`src/rtl/cp0_pkg.sv`:
```
// Shared CP0 definitions: register numbers, SR/Cause field positions,
// exception codes and the interrupt controller state encoding.
package cp0_pkg;

  // CP0 register numbers as seen on a1
  localparam logic [4:0] REG_SR    = 5'd12;
  localparam logic [4:0] REG_CAUSE = 5'd13;
  localparam logic [4:0] REG_EPC   = 5'd14;
  localparam logic [4:0] REG_PRID  = 5'd15;

  // SR field positions
  localparam int SR_IM_HI = 15;
  localparam int SR_IM_LO = 10;
  localparam int SR_EXL   = 1;
  localparam int SR_IE    = 0;

  // Cause field positions
  localparam int CAUSE_IP_HI  = 15;
  localparam int CAUSE_IP_LO  = 10;
  localparam int CAUSE_EXC_HI = 6;
  localparam int CAUSE_EXC_LO = 2;

  // ExcCode written on interrupt entry
  localparam logic [4:0] EXC_INT = 5'd0;

  // Interrupt controller states
  typedef enum logic [1:0] {
    ST_RUN     = 2'd0,
    ST_HANDLER = 2'd1,
    ST_DRAIN   = 2'd2
  } cp0_state_t;

  // Assemble the architectural SR view; unimplemented bits read 0
  function automatic logic [31:0] sr_word(input logic [5:0] im,
                                          input logic exl,
                                          input logic ie);
    logic [31:0] w;
    w = 32'h0;
    w[SR_IM_HI:SR_IM_LO] = im;
    w[SR_EXL] = exl;
    w[SR_IE] = ie;
    return w;
  endfunction

  // Assemble the architectural Cause view; unimplemented bits read 0
  function automatic logic [31:0] cause_word(input logic [5:0] ip,
                                             input logic [4:0] exc_code);
    logic [31:0] w;
    w = 32'h0;
    w[CAUSE_IP_HI:CAUSE_IP_LO] = ip;
    w[CAUSE_EXC_HI:CAUSE_EXC_LO] = exc_code;
    return w;
  endfunction

endpackage

```
`src/rtl/cp0_int_ctrl.sv`:
```
// CP0 interrupt controller: SR/Cause/EPC/PRId register file plus the
// RUN/HANDLER/DRAIN interrupt sequencing FSM.
//
// Handshake: there is no valid/ready pair. int_req is a combinational
// one-cycle "taken" strobe; the pipeline must flush and redirect fetch on
// any cycle where it is high, and the CP0 side effects of the interrupt
// land on the same rising edge.
module cp0_int_ctrl
  import cp0_pkg::*;
#(
  parameter logic [31:0] PRID = 32'h2016_1221
) (
  input  logic        clk,
  input  logic        reset,
  input  logic [5:0]  hwint,
  input  logic        we,
  input  logic [4:0]  a1,
  input  logic [31:0] din,
  input  logic [31:0] intpc,
  input  logic        eret,
  output logic [31:0] dout,
  output logic [29:0] epc,
  output logic        int_req,
  output logic        exl
);

  cp0_state_t state;
  logic [5:0] im;
  logic       ie;
  logic [5:0] ip;
  logic [4:0] exc_code;

  // Qualified events: eret only means something in HANDLER
  logic eret_eff;
  logic sr_wr;
  logic epc_wr;

  // Interrupt take decision and write decode
  always_comb begin
    int_req  = (state == ST_RUN) && ie && !exl && (|(ip & im));
    eret_eff = eret && (state == ST_HANDLER);
    sr_wr    = we && (a1 == REG_SR);
    epc_wr   = we && (a1 == REG_EPC);
  end

  // mfc0 read port, reflects pre-edge register state (no bypass)
  always_comb begin
    dout = 32'h0;
    case (a1)
      REG_SR:    dout = sr_word(im, exl, ie);
      REG_CAUSE: dout = cause_word(ip, exc_code);
      REG_EPC:   dout = {epc, 2'b00};
      REG_PRID:  dout = PRID;
      default:   dout = 32'h0;
    endcase
  end

  // FSM and CP0 register updates; interrupt entry squashes the mtc0
  // because that instruction is being flushed
  always_ff @(posedge clk or posedge reset) begin
    if (reset) begin
      state    <= ST_RUN;
      im       <= 6'h00;
      ie       <= 1'b0;
      exl      <= 1'b0;
      ip       <= 6'h00;
      exc_code <= 5'd0;
      epc      <= 30'h0;
    end else begin
      ip <= hwint;
      if (int_req) begin
        epc      <= intpc[31:2];
        exl      <= 1'b1;
        exc_code <= EXC_INT;
        state    <= ST_HANDLER;
      end else begin
        if (sr_wr) begin
          im <= din[SR_IM_HI:SR_IM_LO];
          ie <= din[SR_IE];
        end
        if (epc_wr) begin
          epc <= din[31:2];
        end
        // eret owns EXL when both happen together
        if (eret_eff) begin
          exl <= 1'b0;
        end else if (sr_wr) begin
          exl <= din[SR_EXL];
        end
        case (state)
          ST_RUN: begin
            if (sr_wr && !exl && din[SR_EXL]) begin
              state <= ST_HANDLER;
            end
          end
          ST_HANDLER: begin
            if (eret_eff) begin
              state <= ST_DRAIN;
            end else if (sr_wr && exl && !din[SR_EXL]) begin
              state <= ST_DRAIN;
            end
          end
          ST_DRAIN: begin
            state <= ST_RUN;
          end
          default: begin
            state <= ST_RUN;
          end
        endcase
      end
    end
  end

endmodule
```
`config.mk`:
```
export PLATFORM = sky130hd
export DESIGN_NAME = cp0_int_ctrl
export DESIGN_NICKNAME = d
export VERILOG_FILES = /design/src/rtl/cp0_pkg.sv /design/src/rtl/cp0_int_ctrl.sv
export SDC_FILE = /design/constraint.sdc
export NUM_CORES = 1
export LEC_CHECK = 0
export CORE_AREA = 2 2 87 89
export CTS_CLUSTER_SIZE = 12
export DETAILED_ROUTE_END_ITERATION = 12
export DIE_AREA = 0 0 89 91
export PLACE_DENSITY = 0.74
export SLEW_MARGIN = 20
export SYNTH_ARGS = -nofsm -noshare
export SYNTH_HDL_FRONTEND = slang
export SYNTH_SLANG_ARGS = --single-unit
```
`constraint.sdc`:
```
create_clock -name clk -period 1.7 [get_ports clk]
set_clock_uncertainty 0.05 [all_clocks]
set_input_delay 0.17 -clock clk [delete_from_list [all_inputs] [get_ports clk]]
set_output_delay 0.17 -clock clk [all_outputs]
set_load 0.03 [all_outputs]
```
* Yosys cells after proc, flatten, opt, wreduce, memory -nomap -nowiden
Index checks and enable logic that the tools add are counted.
** Storage, ports and cells
- Bits in latches :: 0
- Bits in writable memories :: 0
- Memories kept :: 0
- Bits in read-only memories :: 0
- Bits in registers :: 46
- Logic and storage cells :: 44
** Operators by class
- Reductions and logical operators :: 18
- Divide/modulo/power cells :: 0
- Bitwise gates (word level) :: 2
- Muxes and demuxes :: 11
- Add/subtract/negate cells :: 0
- $lt $le $gt $ge :: 0
- Multipliers :: 0
- Eq/ne operators :: 7
- Shifts and indexed selects :: 0
** Operators by type and width (number)
- 32-bit one-hot mux with 4 select lines :: 1
- 30-bit two-way mux :: 2
- 5-bit by 4-bit equality test with 1-bit output, second input constant :: 4
- 1-bit logical AND :: 10
- 2-bit two-way mux :: 4
- 6-bit bitwise AND :: 1
- 6-bit OR reduction :: 1
- 4-bit by 3-bit != test with 1-bit output, second input constant :: 1
- 2-bit one-hot mux with 2 select lines :: 1
- 2-bit AND reduction :: 2
- 1-bit two-way mux :: 3
- 3-bit by 2-bit != test with 1-bit output, second input constant :: 1
- 3-bit nonzero test :: 1
- 2-bit by 1-bit equality test with 1-bit output, second input constant :: 1
- 1-bit logical NOT :: 2
- 2-bit logical NOT :: 1
- 2-bit nonzero test :: 1
- 1-bit inverter :: 1

* Depth between registers and ports, before layout
Gate-level depths: netlist of the first run.
- Word-level depth :: 8
- Gate-level depth with buffers :: 6
- Depth with buffers taken out :: 4

* Worst setup path after synthesis of the first run
Ideal clock, no wire load.
- Kind :: register to register
- Start point :: reg exl
- End point :: reg exl
- Setup time :: 78 ps
- Stages on the path, launching flop included :: 6
- Setup slack :: -217 ps
- Arrival :: 1789 ps
- Data required time :: 1572 ps
- Clock period less this slack :: 1917 ps
- Path through :: dfrtp_1 or4b_1 a31oi_1 buf_4 buf_2 o21bai_1
** On the way
- Word-level cells in the longest chain between the ends :: 4
- Elaborated cells between the ends (all ways) :: 5
- Classes of those cells :: mux: 1; reduce/logical: 4
** Ends and longest elaborated chain
- start: declaration :: RTL line cp0_int_ctrl.sv:24 : output logic exl
- start signal: assignment :: RTL line cp0_int_ctrl.sv:88 : exl <= din[SR_EXL];
- 1-bit logical NOT * :: RTL line cp0_int_ctrl.sv:40 : int_req = (state == ST_RUN) && ie && !exl && (|(ip & im));
- 1-bit logical AND * (2 in a row) :: RTL line cp0_int_ctrl.sv:40
- net int_req :: RTL line cp0_int_ctrl.sv:23 : output logic int_req,
- 3-bit nonzero test (no source line) / 1-bit two-way mux (equally long branches)
The timed path passes the listed nets; every way through them passes the cells marked *.
A chain may end at the register's enable or synchronous reset.

* Final worst setup path of the first run
- Start point :: reg state[1]
- End point :: out int_req
** On the way
- Word-level cells in the longest chain between the ends :: 4
** Ends and longest elaborated chain
- start: declaration :: RTL line cp0_int_ctrl.sv:27 : cp0_state_t state;
- start signal: assignment :: RTL line cp0_int_ctrl.sv:62 : state <= ST_RUN;
- start signal: assignment :: RTL line cp0_int_ctrl.sv:75 : state <= ST_HANDLER;
- start signal: assignment :: RTL line cp0_int_ctrl.sv:93 : state <= ST_HANDLER;
- 2-bit logical NOT :: RTL line cp0_int_ctrl.sv:40
- 1-bit logical AND (3 in a row) :: RTL line cp0_int_ctrl.sv:40
- end: declaration :: RTL line cp0_int_ctrl.sv:23
Every way passes these cells.

==> key figures, run 1 <==
Floorplan
  • Core Area: 7140 um2
  • Die Width: 89 um
  • Vert. Die Dim: 91 um
  • Die area: 8100 um2
  • IO Count: 143
  • Starting Density: 0.336
  • FP Rows: 31

Place
  • PortBufs: 140
  • Final HPWL from detailed placement: 5880 um
  • Placer's final routability congestion estimate: 0.743

Worst setup path
  • CP max stage delay: 0.55 ns
  • Setup crit start: state[1]
  • Critical Path Fanout Max: 3
  • Critical R2R Capture: im[4]
  • Launch point of the worst reg-to-reg path: state[1]
  • Cells on worst reg2reg path: 5
  • Cell with the largest stage delay on the worst path: or4b_4
  • R2r setup slk: -0.16 ns
  • Setup crit start kind: flip-flop
  • Critical Path RT: 1.48 ns
  • Worst-path cell chain: or4b_4 > a31oi_4 > buf_8 > buf_6
  • CP arrival: 1.67 ns
  • Kind of critical path: reg2out
  • Crit end category: output port

GRT
  • Total GRT Usage: 0.202
  • Vias in the first global route: 2474
  • Initial antenna violation count: 0
  • Largest net degree at the start of global routing: 47
  • First-pass GRT wire length: 12600 um
  • Overflow after GRT: 0

Hold path
  • Hold Path Class: in2async

Clocking
  • Htree depth: 2
  • CTS Buffer Depth: 2
  • Clock Latency Late Sink: 0.29 ns
  • CTS tree: yes
  • Clock slew at reported path FFs: 0.09 ns
  • CTS buffer count: 5
  • Clock Sinks: 46
  • CTS root buffer: clkbuf_8
  • Cts hold-fix bufs: 0

Yosys
  • Multiplexer share of the synthesized area: 0.197
  • Post-synthesis compound-gate area fraction: 0.101
  • Seq/Total Area, Yosys: 0.481
  • Ranking of synthesized cells by area: dfrtp_1 (48%), mux2i_1 (15%), o21ai_0 (6.3%)
  • Synth warn: 0
  • Syn Nets: 325
  • Post-synth top flop: dfrtp_1
  • Largest family of logic cells by synthesized area: multiplexers
  • Synth cell types: 32
  • Post-synthesis adder-cell area fraction: 0
  • Number of synthesized flops with an enable pin: 0
  • Area leader, netlist: dfrtp_1
  • Top cell type's share of synthesized area: 0.481
  • Post-synthesis xor/xnor area fraction: 0
  • Mapped Cells: 246
  • Count of state elements after synthesis: 46
  • Most frequent cells after synthesis: dfrtp_1 (46), mux2i_1 (37), nand2_1 (34), o21ai_0 (30), nor2_1 (26)
  • Simple-Gate Fraction of Synth Area: 0.187
  • Async S/R FF share, synth: 1.00
  • Most numerous cell in the Yosys netlist: dfrtp_1
  • Avg Inst Size Synth: 9.73 um2
  • Mapped Area: 2390 um2

STA
  • RSZ-0062 raised after global routing: yes
  • Setup slack after layout: -0.194 ns
  • Min cycle time layout: 1.89 ns
  • Hold WS: 0.182 ns
  • Fin crit share: 1.11
  • Fin. max-slew vios: 0
  • Final setup fails: 40
  • Fmax: 528 MHz
  • Slew margin rel.: 0.755
  • Worst-margin pin slew: 0.364 ns
  • Final Hold Viols: 0

Outcome
  • Outcome: complete, but fails checks
  • Failing checks: setup timing

Routing
  • Antenna-violating nets left: 0
  • Drt initial violations: 93
  • Detailed Route WL: 8130 um
  • First-pass DRT Iterations: 5
  • Drc violations: 0
  • Avg WL per Cell: 16.0 um
  • Via density: 4.74
  • Via count: 2413

Power and ir drop
  • P per Cell Area: 1290 nW/um2
  • Worst vdd ir: 0.686 mV
  • Leak pwr: 1.87 nW

Finish
  • # fillers: 667
  • Diode count: 0
  • Share of cells above drive strength 1: 0.229
  • Final nets: 488
  • Post-layout util: 0.608
  • Area Growth Syn to Fin: 81.1%

Run
  • Max-cap violations: 0
[report_power, final]
group | total [mW] | internal, mW | switching [mW]
sequential | 1.83 | 1.51 | 0.313
clock | 0.781 | 0.440 | 0.341
combinational | 3.00 | 1.42 | 1.58
[routing by layer]
metal | up-vias | GRT usage | wire length [um]
li1 | 1187 | - | -
met1 | 1126 | 0.255 | 3470
met2 | 90 | 0.345 | 4110
met3 | 10 | 0.0409 | 447
met4 | 0 | 0.0547 | 104
met5 | - | 0 | 0
[what timing repair did]
item	in CTS	in global routing
gates resized for setup	41	17
endpoints found under the setup margin	71	51
pin swaps	1	0
setup buffers	5	1
cloned	4	0
[per-stage QoR]
step                      instance area [um2]  instances  TNS (ns)  power [mW]  worst slack [ns]
after global routing                     4340        509     -5.41        5.96            -0.249
after global placement                   4010        491     -9.13        4.57            -0.293
after detailed placement                 4010        491    -10.35        4.63            -0.323
final                                    4340        509     -3.03        5.61            -0.194
after CTS                                4300        508     -3.05        5.59            -0.212
after floorplan                          2400        246     -1.67        3.35            -0.125
[sequential cells by signal, summed over array words and instances (netlist names)]
name / cells
state: 2
exl: 1
epc: 30
ip: 6
ie: 1
im: 6
[how the worst max path moves through the flow]
stage	to	depth (start not counted)	slack [ns]
after global placement	dout[12]	5	-0.29
final	int_req	4	-0.19
after CTS	int_req	4	-0.21
after global routing	int_req	4	-0.25
after floorplan	im[0]	5	-0.13
after detailed placement	dout[12]	5	-0.32
[layout by cell type (no fill, tap or decap), types with 4 or more instances in the layout]
cell type	n
o21ai_0	23
o21ai_1	7
and3_1	19
clkbuf_8	5
nand2_1	33
buf_6	9
buf_12	7
mux2_4	6
clkdlybuf4s50_1	101
nor2_1	22
buf_4	44
dfrtp_1	45
mux2i_1	37
a21oi_1	7
dlygate4sd2_1	4
[cells by family after synthesis]
kind of cell	after synthesis
AND/OR/NAND/NOR	93
AO/OA/AOI/OAI	45
flip-flops	46
multiplexers	44
buffers and inverters	18
[worst max-delay path: cells and delay by family (launching register included)]
kind                   cells  cell delay, ns
buffers and inverters      2            0.25
DFF                        1            0.39
and+or+nand+nor            1            0.55
AOI/OAI and AO/OA          1            0.20
[area by class of cell]
class,count,area [um2],area share
Timing Repair Buffer,173,1720,0.397
Multi-Input combinational cell,182,1230,0.284
Sequential cell,46,1150,0.266
Tap cell,99,124,0.0286
Clock buffer,7,76.3,0.0176
Clock inverter,1,30.0,0.00692
Inverter,1,3.75,0.000865
(Power assumes the default switching activity.)
==> run 2: changes to the inputs <==
--- a/config.mk
+++ b/config.mk
@@ -5,11 +5,13 @@
 export SDC_FILE = /design/constraint.sdc
 export NUM_CORES = 1
 export LEC_CHECK = 0
+export ABC_CLOCK_PERIOD_IN_PS = 1700
 export CORE_AREA = 2 2 87 89
 export CTS_CLUSTER_SIZE = 12
 export DETAILED_ROUTE_END_ITERATION = 12
 export DIE_AREA = 0 0 89 91
 export PLACE_DENSITY = 0.74
+export SKIP_LAST_GASP = 1
 export SLEW_MARGIN = 20
 export SYNTH_ARGS = -nofsm -noshare
 export SYNTH_HDL_FRONTEND = slang
==> constraint.sdc (replaced) <==
create_clock -name clk -period 1.7 [get_ports clk]
set_clock_uncertainty 0.05 [all_clocks]
set_input_delay 0.17 -clock clk [delete_from_list [all_inputs] [get_ports clk]]
set_output_delay 0.17 -clock clk [all_outputs]
set_load 0.01 [all_outputs]
==> run 2 against run 1 <==
Compared with the run above:
- largest cell class unchanged
- power increased by 5.5%
- global-route usage is 1.8 points higher
- combinational power is 10% higher
- die area is the same
- worst setup slack gained 0.034 ns
- critical path depth up 1
- core utilization up 4.6 points
- sequential share of layout area decreased by 1.9 points
- the flow still finishes with violations (setup timing)
- final area rose by 7.6%
==> key figures, run 2 (same netlist as run 1, synthesis figures left out) <==
Floorplan
  • Core Area: 7140 um2 (unchanged)
  • Vert. Die Dim: 91 um (unchanged)
  • IO Count: 143 (unchanged)
  • Die Width: 89 um (unchanged)
  • Starting Density: 0.336 (unchanged)
  • FP Rows: 31 (unchanged)
  • Die area: 8100 um2 (unchanged)

Power and ir drop
  • Clk pwr share: 0.136 (-0.003)
  • P per Cell Area: 1270 nW/um2 (-1.9%)
  • Flop pwr share: 0.307 (-0.019)
  • Switching share of power: 0.350 (-0.0480)
  • Internal Power: 3.85 mW (+14%)
  • Worst vdd ir: 0.682 mV (-0.64%)
  • Switching power: 2.07 mW (-7.2%)
  • Leak pwr: 2.08 nW (+12%)
  • Comb pwr share: 0.557 (+0.022)

Worst setup path
  • Setup crit start kind: flip-flop
  • Crit end category: flip-flop
  • Worst-path cell chain: or4b_4 > a31oi_4 > buf_8 > nor2_4 > mux2_4
  • Cell with the largest stage delay on the worst path: or4b_4
  • Launch point of the worst reg-to-reg path: exl
  • Buf+Inv Stages, Crit Path: 1 (-1)
  • WP depth: 5 (+1)
  • Worst setup path endpoint: im[5]
  • CP top delay family: simple AND/OR/NAND/NOR gates
  • R2r setup slk: -0.16 ns (about the same)
  • Cells on worst reg2reg path: 5 (unchanged)
  • CP max stage delay: 0.56 ns (about the same)
  • Critical Path RT: 1.83 ns (+0.35 ns)
  • CP arrival: 1.99 ns (+0.32 ns)
  • Kind of critical path: reg2reg
  • Setup crit start: exl
  • Critical R2R Capture: im[5]
  • Critical Path Fanout Max: 6 (+3)

Place
  • Final HPWL from detailed placement: 5970 um (+1.6%)
  • Placer's final routability congestion estimate: 0.772 (+3.9%)
  • PortBufs: 140 (unchanged)
  • Post-Place Worst Slack: -0.464 ns (-0.140 ns)

Clocking
  • Clock Latency Late Sink: 0.30 ns (about the same)
  • Clock slew at reported path FFs: 0.09 ns (about the same)
  • CTS root buffer: clkbuf_8
  • Cts hold-fix bufs: 0 (unchanged)
  • Htree depth: 2 (unchanged)
  • CTS Buffer Depth: 2 (unchanged)
  • Clock Sinks: 46 (unchanged)
  • CTS tree: yes
  • CTS buffer count: 5 (unchanged)

Routing
  • Drt initial violations: 103 (+11%)
  • Via count: 2581 (+7.0%)
  • Detailed Route WL: 8920 um (+9.8%)
  • Drc violations: 0 (unchanged)
  • Antenna-violating nets left: 0 (unchanged)
  • Via density: 4.93 (+4.1%)
  • First-pass DRT Iterations: 6 (+1)
  • Avg WL per Cell: 17.1 um (+6.8%)

STA
  • Worst-margin pin slew: 0.306 ns (-0.0585 ns)
  • Min cycle time layout: 1.86 ns (-0.0343 ns)
  • Fin. max-slew vios: 0 (unchanged)
  • Fin crit share: 1.09 (-0.0202)
  • RSZ-0062 raised after global routing: yes
  • Slew margin rel.: 0.796 (+0.0408)
  • Setup TNS: -4.58 ns (-1.55 ns)
  • Final setup fails: 40 (unchanged)
  • Final Hold Viols: 0 (unchanged)
  • Fmax: 538 MHz (+1.8%)
  • Setup slack after layout: -0.160 ns (+0.0343 ns)

GRT
  • First-pass GRT wire length: 13700 um (+9.2%)
  • Initial antenna violation count: 0 (unchanged)
  • Vias in the first global route: 2754 (+11%)
  • Total GRT Usage: 0.220 (+0.0183)
  • Largest net degree at the start of global routing: 47 (unchanged)
  • Overflow after GRT: 0 (unchanged)

Finish
  • Area Growth Syn to Fin: 94.9%
  • Post-layout util: 0.654 (+0.0463)
  • Share of cells above drive strength 1: 0.318 (+0.0891)
  • Most frequent cells in the layout: clkdlybuf4s50_1 (102), dfrtp_1 (46), mux2i_1 (37)
  • Diode count: 0 (unchanged)
  • Final nets: 502 (+2.9%)
  • Largest regs: epc x30, im x6, ip x6
  • Biggest register: epc
  • Commonest non-fill, non-tap cell in the layout: clkdlybuf4s50_1
  • Max reg flops: 30 (unchanged)

Hold path
  • Hold Path Class: in2async

Run
  • Max-cap violations: 0 (unchanged)

Outcome
  • Outcome: complete, but fails checks
  • Failing checks: setup timing
==> run 2: cell types whose count changed in the layout (fill, tap and decap cells not counted), sizes merged <==
| cell | previous run | this run |
|---|---|---|
| clkdlybuf4s15 | 0 | 12 |
| clkinvlp | 0 | 1 |
| dlygate4sd2 | 4 | 10 |
| clkdlybuf4s50 | 101 | 102 |
| clkbuf | 9 | 10 |
| buf | 65 | 58 |
==> run 2: final cells by class <==
class / instances / area, um2
well taps: 99 / 124
fillers: 602 / 2470
flip-flops and latches: 46 / 1150
multi-input cells: 182 / 1400
inverters: 1 / 3.75
repair buffers: 187 / 1880
clock inverters: 2 / 37.5
clock buffers: 6 / 72.6
==> run 2: worst reg2reg max path, delay by kind of cell (launching register included) <==
kind | cells | cell delay [ns]
AND/OR/NAND/NOR | 2 | 0.63
flip-flops | 1 | 0.39
multiplexers | 1 | 0.30
AO/OA/AOI/OAI | 1 | 0.21
buffers and inverters | 1 | 0.16
==> run 2: power by group through the flow <==
stage	combinational [mW]	sequential (mW)	clock, mW
4_1_cts	3.31	1.81	0.837
3_3_place_gp	2.28	1.81	0
3_5_place_dp	2.34	1.82	0
6_report	3.30	1.82	0.807
5_1_grt	3.54	1.87	0.883
2_1_floorplan	0.823	1.95	0
==> run 2: layer usage <==
layer | GRT usage | vias to the layer above | wire length [um]
met4 | 0.0634 | 0 | 182
met5 | 0 | - | 0
li1 | - | 1218 | -
met3 | 0.0382 | 14 | 485
met2 | 0.373 | 93 | 4500
met1 | 0.284 | 1256 | 3750
==> run 2: worst min-delay path by stage <==
stage                     startpoint  endpoint  slack [ns]  cells past startpoint
after floorplan             hwint[0]     ip[0]        0.15                      0
after global placement      state[1]  state[1]        0.48                      2
after detailed placement    state[1]  state[1]        0.48                      2
after CTS                      reset   epc[14]        0.19                      3
after global routing           reset   epc[20]        0.19                      3
final                          reset   epc[14]        0.17                      3
==> run 2: metrics by stage <==
| step | cell area [um2] | cells | hold WS, ns | power, mW |
|---|---|---|---|---|
| floorplan | 2390 | 246 | 0.151 | 2.78 |
| CTS | 4650 | 525 | 0.192 | 5.95 |
| global placement | 4160 | 499 | 0.480 | 4.08 |
| global route | 4670 | 523 | 0.192 | 6.29 |
| finish | 4670 | 523 | 0.172 | 5.92 |
| detailed placement | 4160 | 499 | 0.483 | 4.16 |
==> run 2: repair_timing <==
action                     in CTS  in global routing
pin swaps                      22                 14
gates cloned                    5                  1
gates resized for setup       156                 49
setup endpoints to repair      70                 59
setup buffers                  13                  3
